`config.mk`:
```
export PLATFORM = sky130hd
export DESIGN_NAME = mem_wb_stage
export DESIGN_NICKNAME = d
export VERILOG_FILES = /design/src/rtl/mem_wb_stage.sv
export SDC_FILE = /design/constraint.sdc
export NUM_CORES = 1
export LEC_CHECK = 0
export CORE_MARGIN = 5
export CORE_UTILIZATION = 52
export CTS_BUF_LIST = sky130_fd_sc_hd__clkbuf_16
export CTS_CLUSTER_DIAMETER = 60
export CTS_CLUSTER_SIZE = 16
export DETAILED_ROUTE_END_ITERATION = 10
export PLACE_DENSITY = 0.85
export SLEW_MARGIN = 15
export SYNTH_ARGS = -nofsm -noshare
export SYNTH_HDL_FRONTEND = slang
export SYNTH_SLANG_ARGS = --single-unit
```
`constraint.sdc`:
```
create_clock -name clk -period 2.7 [get_ports clk]
set_clock_uncertainty 0.2 [all_clocks]
set_input_delay 0.54 -clock clk [delete_from_list [all_inputs] [get_ports clk]]
set_output_delay 0.54 -clock clk [all_outputs]
set_load 0.02 [all_outputs]
```
`src/rtl/mem_wb_stage.sv`:
```
// MEM/WB stage: captures retiring instructions into a 2-entry skid buffer and drives
// the register-file write port, a forwarding tap and a retired-instruction counter.
module mem_wb_stage #(
  parameter int REG_ADDR_W = 2,
  parameter int CNT_W      = 16
) (
  input  logic                  clk,
  input  logic                  reset,
  input  logic                  in_valid,
  output logic                  in_ready,
  input  logic [3:0]            in_op,
  input  logic [REG_ADDR_W-1:0] in_rd,
  input  logic [9:0]            in_alu,
  input  logic [7:0]            in_mem,
  input  logic                  wb_stall,
  output logic                  wb_en,
  output logic [REG_ADDR_W-1:0] wb_addr,
  output logic [9:0]            wb_data,
  output logic                  fwd_valid,
  output logic [REG_ADDR_W-1:0] fwd_addr,
  output logic [9:0]            fwd_data,
  output logic [CNT_W-1:0]      retired
);

  localparam logic [3:0] OP_LOAD  = 4'b1101;
  localparam logic [3:0] OP_STORE = 4'b1110;

  logic [1:0]            count_q, count_d;
  logic                  head_writes_q, head_writes_d;
  logic [REG_ADDR_W-1:0] head_rd_q, head_rd_d;
  logic [9:0]            head_data_q, head_data_d;
  logic                  tail_writes_q, tail_writes_d;
  logic [REG_ADDR_W-1:0] tail_rd_q, tail_rd_d;
  logic [9:0]            tail_data_q, tail_data_d;
  logic [CNT_W-1:0]      retired_q, retired_d;

  logic                  accept_s;
  logic                  retire_s;
  logic                  new_writes_s;
  logic [9:0]            new_data_s;
  logic                  young_writes_s;
  logic [REG_ADDR_W-1:0] young_rd_s;
  logic [9:0]            young_data_s;

  // Result selection is done here so in_mem only matters in the accept cycle.
  always_comb begin
    new_writes_s = 1'b1;
    new_data_s   = in_alu;
    case (in_op)
      OP_LOAD: begin
        new_writes_s = 1'b1;
        new_data_s   = {2'b00, in_mem};
      end
      OP_STORE: begin
        new_writes_s = 1'b0;
        new_data_s   = 10'd0;
      end
      default: begin
        new_writes_s = 1'b1;
        new_data_s   = in_alu;
      end
    endcase
  end

  assign in_ready = (count_q != 2'd2) && !reset;
  assign accept_s = in_valid && in_ready;
  assign retire_s = (count_q != 2'd0) && !wb_stall;

  // Buffer occupancy and entry movement for accept/retire combinations.
  always_comb begin
    count_d       = count_q;
    head_writes_d = head_writes_q;
    head_rd_d     = head_rd_q;
    head_data_d   = head_data_q;
    tail_writes_d = tail_writes_q;
    tail_rd_d     = tail_rd_q;
    tail_data_d   = tail_data_q;
    case (count_q)
      2'd0: begin
        if (accept_s) begin
          head_writes_d = new_writes_s;
          head_rd_d     = in_rd;
          head_data_d   = new_data_s;
          count_d       = 2'd1;
        end else begin
          count_d = 2'd0;
        end
      end
      2'd1: begin
        if (accept_s && retire_s) begin
          head_writes_d = new_writes_s;
          head_rd_d     = in_rd;
          head_data_d   = new_data_s;
        end else if (accept_s) begin
          tail_writes_d = new_writes_s;
          tail_rd_d     = in_rd;
          tail_data_d   = new_data_s;
          count_d       = 2'd2;
        end else if (retire_s) begin
          count_d = 2'd0;
        end else begin
          count_d = 2'd1;
        end
      end
      2'd2: begin
        if (retire_s) begin
          head_writes_d = tail_writes_q;
          head_rd_d     = tail_rd_q;
          head_data_d   = tail_data_q;
          count_d       = 2'd1;
        end else begin
          count_d = 2'd2;
        end
      end
      default: begin
        count_d = 2'd0;
      end
    endcase
  end

  // Retired counter wraps silently.
  always_comb begin
    if (retire_s) begin
      retired_d = retired_q + CNT_W'(1);
    end else begin
      retired_d = retired_q;
    end
  end

  // State registers with synchronous reset.
  always_ff @(posedge clk) begin
    if (reset) begin
      count_q       <= 2'd0;
      head_writes_q <= 1'b0;
      head_rd_q     <= '0;
      head_data_q   <= 10'd0;
      tail_writes_q <= 1'b0;
      tail_rd_q     <= '0;
      tail_data_q   <= 10'd0;
      retired_q     <= '0;
    end else begin
      count_q       <= count_d;
      head_writes_q <= head_writes_d;
      head_rd_q     <= head_rd_d;
      head_data_q   <= head_data_d;
      tail_writes_q <= tail_writes_d;
      tail_rd_q     <= tail_rd_d;
      tail_data_q   <= tail_data_d;
      retired_q     <= retired_d;
    end
  end

  // Writeback port presents the head entry; zero when empty.
  always_comb begin
    wb_en   = 1'b0;
    wb_addr = '0;
    wb_data = 10'd0;
    if (count_q != 2'd0) begin
      wb_en   = head_writes_q && !wb_stall;
      wb_addr = head_rd_q;
      wb_data = head_data_q;
    end else begin
      wb_en   = 1'b0;
      wb_addr = '0;
      wb_data = 10'd0;
    end
  end

  // Forwarding tap follows the youngest buffered entry.
  always_comb begin
    young_writes_s = head_writes_q;
    young_rd_s     = head_rd_q;
    young_data_s   = head_data_q;
    fwd_valid      = 1'b0;
    fwd_addr       = '0;
    fwd_data       = 10'd0;
    if (count_q == 2'd2) begin
      young_writes_s = tail_writes_q;
      young_rd_s     = tail_rd_q;
      young_data_s   = tail_data_q;
    end else begin
      young_writes_s = head_writes_q;
      young_rd_s     = head_rd_q;
      young_data_s   = head_data_q;
    end
    if ((count_q != 2'd0) && young_writes_s) begin
      fwd_valid = 1'b1;
      fwd_addr  = young_rd_s;
      fwd_data  = young_data_s;
    end else begin
      fwd_valid = 1'b0;
      fwd_addr  = '0;
      fwd_data  = 10'd0;
    end
  end

  assign retired = retired_q;

endmodule
```
Word-level counts from Yosys, hierarchy flattened
Cells that the tools add are included.
W data, S select, Z words.
Cells by class
  $add $sub $neg: 1
  multiplexer cells: 29
  equality and inequality tests: 9
  bitwise operators: 1
  reduce and logical (&&, ||, !) cells: 13
Operator list (count)
  $mux W10: 6
  $pmux W10 S3: 1
  $pmux W10 S2: 1
  $mux W2: 9
  $add A16 B1 Y16 const B: 1
  $pmux W2 S3: 2
  $ne A2 B2 Y1 const B: 5
  $mux W1: 9
  $eq A4 B4 Y1 const B: 2
  $logic_and A1 B1 Y1: 6
  $reduce_and A4 Y1: 1
  $pmux W1 S3: 1
  $reduce_and A3 Y1: 1
  $reduce_bool A3 Y1: 1
  $eq A2 B1 Y1 const B: 1
  $eq A2 B2 Y1 const B: 1
  $logic_not A1 Y1: 2
  $logic_not A2 Y1: 1
  $reduce_bool A2 Y1: 1
  $not A1 Y1: 1
Storage, ports and cells
  output and inout port bits: 43
  logic and storage cells: 61
  input bits: 28
  bits in registers: 44

Longest topological paths before layout
  depth after elaboration: 6
  mapped depth: 7
  gate-level depth less buffers: 4

Least setup slack after synthesis
No wires, ideal clock.
  kind: register to output
  start point: register count_q[0]
  end point: output port fwd_addr[0]
  required time: 1960 ps
  buffers on the path: 3
  arrival time: 1414 ps
  stages on the path, launching flop included: 7
  slack: 546 ps
  cell sequence: dfxtp_1 > buf_4 > nand2b_1 > buf_2 > clkbuf_1 > nand2_1 > a21oi_1
On the way
  longest elaborated chain between the ends: 4
  elaborated cells on any way between the ends: 6
  those cells by class: eq/ne (1); mux (3); reduce/logical (2)
Ends and longest elaborated chain
  start: declaration: line 28  | logic [1:0] count_q, count_d;
  start signal: assignment: line 142  | count_q <= count_d;
  $eq A2 B2 Y1: line 177  | if (count_q == 2'd2) begin
  $mux W1: line 177
  $logic_and A1 B1 Y1: line 186  | if ((count_q != 2'd0) && young_writes_s) begin
  $mux W2 (*): line 186
  end: declaration: line 20  | output logic [REG_ADDR_W-1:0] fwd_addr,
Mark *: on every way between the ends. The rest lies on a longest branch, timed or not.

Worst setup path after layout
  start point: register count_q[1]
  end point: output port fwd_valid
On the way
  longest elaborated chain between the ends: 4
  elaborated cells on any way between the ends: 5
  those cells by class: eq/ne (1); mux (2); reduce/logical (2)
Ends and longest elaborated chain
  $eq A2 B2 Y1: line 177
  $mux W1: line 177
  $logic_and A1 B1 Y1 (*): line 186
  $mux W1 (*): line 186
  end: declaration: line 19  | output logic fwd_valid,
Marks and branches as above.

==> metrics <==
Reg clk slew, reported paths=0.06 ns; design internal power=1.13 mW; drt wl/cell=15.7 um; TritonRoute pass-1 iters=4; first-pass GRT wire length=11.9 mm; Post-Route WL=approximately 7.1 mm; Crit Reg-Reg Endpoint=retired[10]; clock latency on the worst-skew pair=0.28 ns; sequential element share of the synthesized area=0.340; Worst Hold Class=flip-flop to flip-flop; Critical Path Fanout Max=13; max_cap viols=0; Mean Syn Cell Area=8.20 um^2; post-route setup slack=0.150 ns; Setup WS pre-CTS=-0.0169 ns; worst hold endpoint=tail_data_q[8]; Clock Power Share=0.380; Final TNS setup=0 ns; Initial DRC Count=211; Max Slew Vio Count=0; I/O pin total=71; Async S/R FF share, synth=0; crit path DAT=about 1.8 ns; Setup crit end kind=output pin; Antenna Cells=0; switching share of power=0.263; crit path kind=flip-flop to output pin; die height=80.6 um; cts hold-fix bufs=0; combinational share of power=0.169; Clock Path Buffers=2; GRT Total Usage=0.234; leak pwr=~1.3 nW; flops & latches, synth=44; most frequent cells in the layout=clkdlybuf4s50_1, dfxtp_1, nand2_1, nor2_1, a21oi_1; Psw=0.403 mW; Distinct cells, synth=47; Via density=approximately 5.6; hold_sp=tail_data_q[8]; Fin. Hold Viols=0; Slew HR=0.592; vias in the first global route=2462; CP required=slightly below 2 ns; ys flop type=dfxtp_1; Tcrit/Tclk final=0.944; Post-synth EDFFs=0; core area=between 4000 and 5000 um^2; htree depth=2; fraction of layout cells with a size suffix above 1=0.123; GPL Wtd Cong=0.890; clk root buf=clkbuf_16; hold_ws=0.276 ns; RSZ-0062 raised after global routing=false; Final nets=411; die area=approximately 6500 um^2; Area Overhead vs Synth=34.4%; most common cell after layout, fill and taps aside=clkdlybuf4s50_1; Initial Util=0.542; non-filler cells, final=between 400 and 500; Peak VDD IR=300 uV; power density over cell area=around 440 nW/um^2; CTS tree=built; Max Freq=392 MHz; largest net degree at the start of global routing=35; Die Span X=about 81 um; Finish-stage setup viols=0; Seq pwr share=0.451; Final ANT Viol Nets=0; Total Power=1.53 mW; Slew @ Worst Pin=0.610 ns; min Tclk post-route=~2.5 ns; status=finished clean; clk sink count=44; setup slack, reg-to-reg=0.78 ns; Rows=25; post-synthesis cell count=316; post-synthesis net count=approximately 350; reg2reg start=count_q[1]; DRC=0; R2R depth=6; DP Wirelength=5.01 mm; synthesized area=2590 um^2; hold depth=2; Cells after DPL=439; Congestion Overflow GR=0; YS warnings=0; TritonCTS buffer count=5; via count=2499; port buffer count=70; Worst Setup Start Kind=flip-flop; antenna violations before repair=0
## synth_stat cells, types with 3 or more instances
| library cell | count | area (um^2) |
|---|---|---|
| a311oi_1 | 4 | 35.0 |
| dfxtp_1 | 44 | 881 |
| o41ai_1 | 7 | 61.3 |
| buf_6 | 5 | 56.3 |
| or3_1 | 7 | 43.8 |
| a211oi_2 | 10 | 125 |
| nand3b_1 | 8 | 60.1 |
| buf_4 | 6 | 45.0 |
| xor2_1 | 6 | 52.6 |
| nand2b_1 | 3 | 18.8 |
| nand3_1 | 10 | 50.1 |
| a21oi_1 | 32 | 160 |
| and3_1 | 4 | 25.0 |
| nand4_1 | 5 | 31.3 |
| o21ai_0 | 7 | 35.0 |
| clkbuf_1 | 9 | 33.8 |
| xnor2_1 | 3 | 26.3 |
| nand2_1 | 42 | 158 |
| buf_2 | 7 | 35.0 |
| nand4b_1 | 8 | 70.1 |
| a21boi_1 | 7 | 52.6 |
| nor2b_1 | 12 | 75.1 |
| a211oi_1 | 8 | 60.1 |
| nor2_1 | 34 | 128 |
## flip-flops by register name, indices dropped and copies added, names as in the netlist
name and count:
head_rd_q 2, count_q 2, head_writes_q 1, tail_rd_q 2, tail_writes_q 1, head_data_q 10, retired 16, tail_data_q 10
## area by class of cell
class,instances,area [um^2]
Multi-Input combinational cell,243,1540
Fill cell,384,1300
Sequential cell,44,882
Timing Repair Buffer,86,837
Clock buffer,5,125
Tap cell,67,83.8
Clock inverter,2,12.5
Inverter,2,7.51
## power groups by stage
| stage | logic (mW) | clock network [mW] | registers (mW) |
|---|---|---|---|
| final | 0.259 | 0.582 | 0.692 |
| after global routing | 0.281 | 0.618 | 0.694 |
| after CTS | 0.257 | 0.592 | 0.691 |
| after detailed placement | 0.254 | 0 | 0.704 |
| after global placement | 0.249 | 0 | 0.703 |
| after floorplan | 0.160 | 0 | 0.699 |
## worst max-delay path, stage by stage (launching register included)
cell and delay, ns:
dfxtp_1 0.40, nor2b_4 0.20, a22oi_1 0.08, buf_4 0.19, inv_1 0.06, clkdlybuf4s50_1 0.60
## logic make-up after synthesis
logic type,count (synthesis),share of synthesized area
AO/OA/AOI/OAI,86,0.249
XOR/XNOR,9,0.0304
AND/OR/NAND/NOR,144,0.295
adder cells (fa/ha/maj),1,0.00483
multiplexers,3,0.0121
buffers and inverters,29,0.0685
flip-flops,44,0.340
## metal layers
metal  share of wire  track usage  vias to the layer above
met5               0            0                        -
met4           0.013       0.0845                        0
met3           0.055       0.0336                        9
met2            0.49        0.398                       73
met1            0.45        0.297                     1147
li1                -            -                     1270
## repair_timing
item / 4_1_cts / 5_1_grt
setup endpoints to repair: 26 / 2
endpoints found under the hold margin: 0 / 0
resized for setup: 14 / 1
pin swaps: 0 / 0
setup buffers: 3 / 0
## worst max-delay path by stage
stage                from           to  slack (ns)
3_5_place_dp     wb_stall        wb_en       -0.02
2_1_floorplan  count_q[0]  fwd_addr[0]        0.55
3_3_place_gp     wb_stall        wb_en      -0.004
5_1_grt        count_q[1]    fwd_valid        0.05
4_1_cts        count_q[0]     in_ready        0.13
6_report       count_q[1]    fwd_valid        0.15
## through the flow
step | instance area [um^2] | utilization
after floorplan | 2590 | -
after global placement | 3340 | 0.697
after detailed placement | 3340 | 0.697
after CTS | 3480 | 0.728
after global routing | 3480 | 0.728
final | 3480 | 0.728
(Power assumes the default switching activity.)
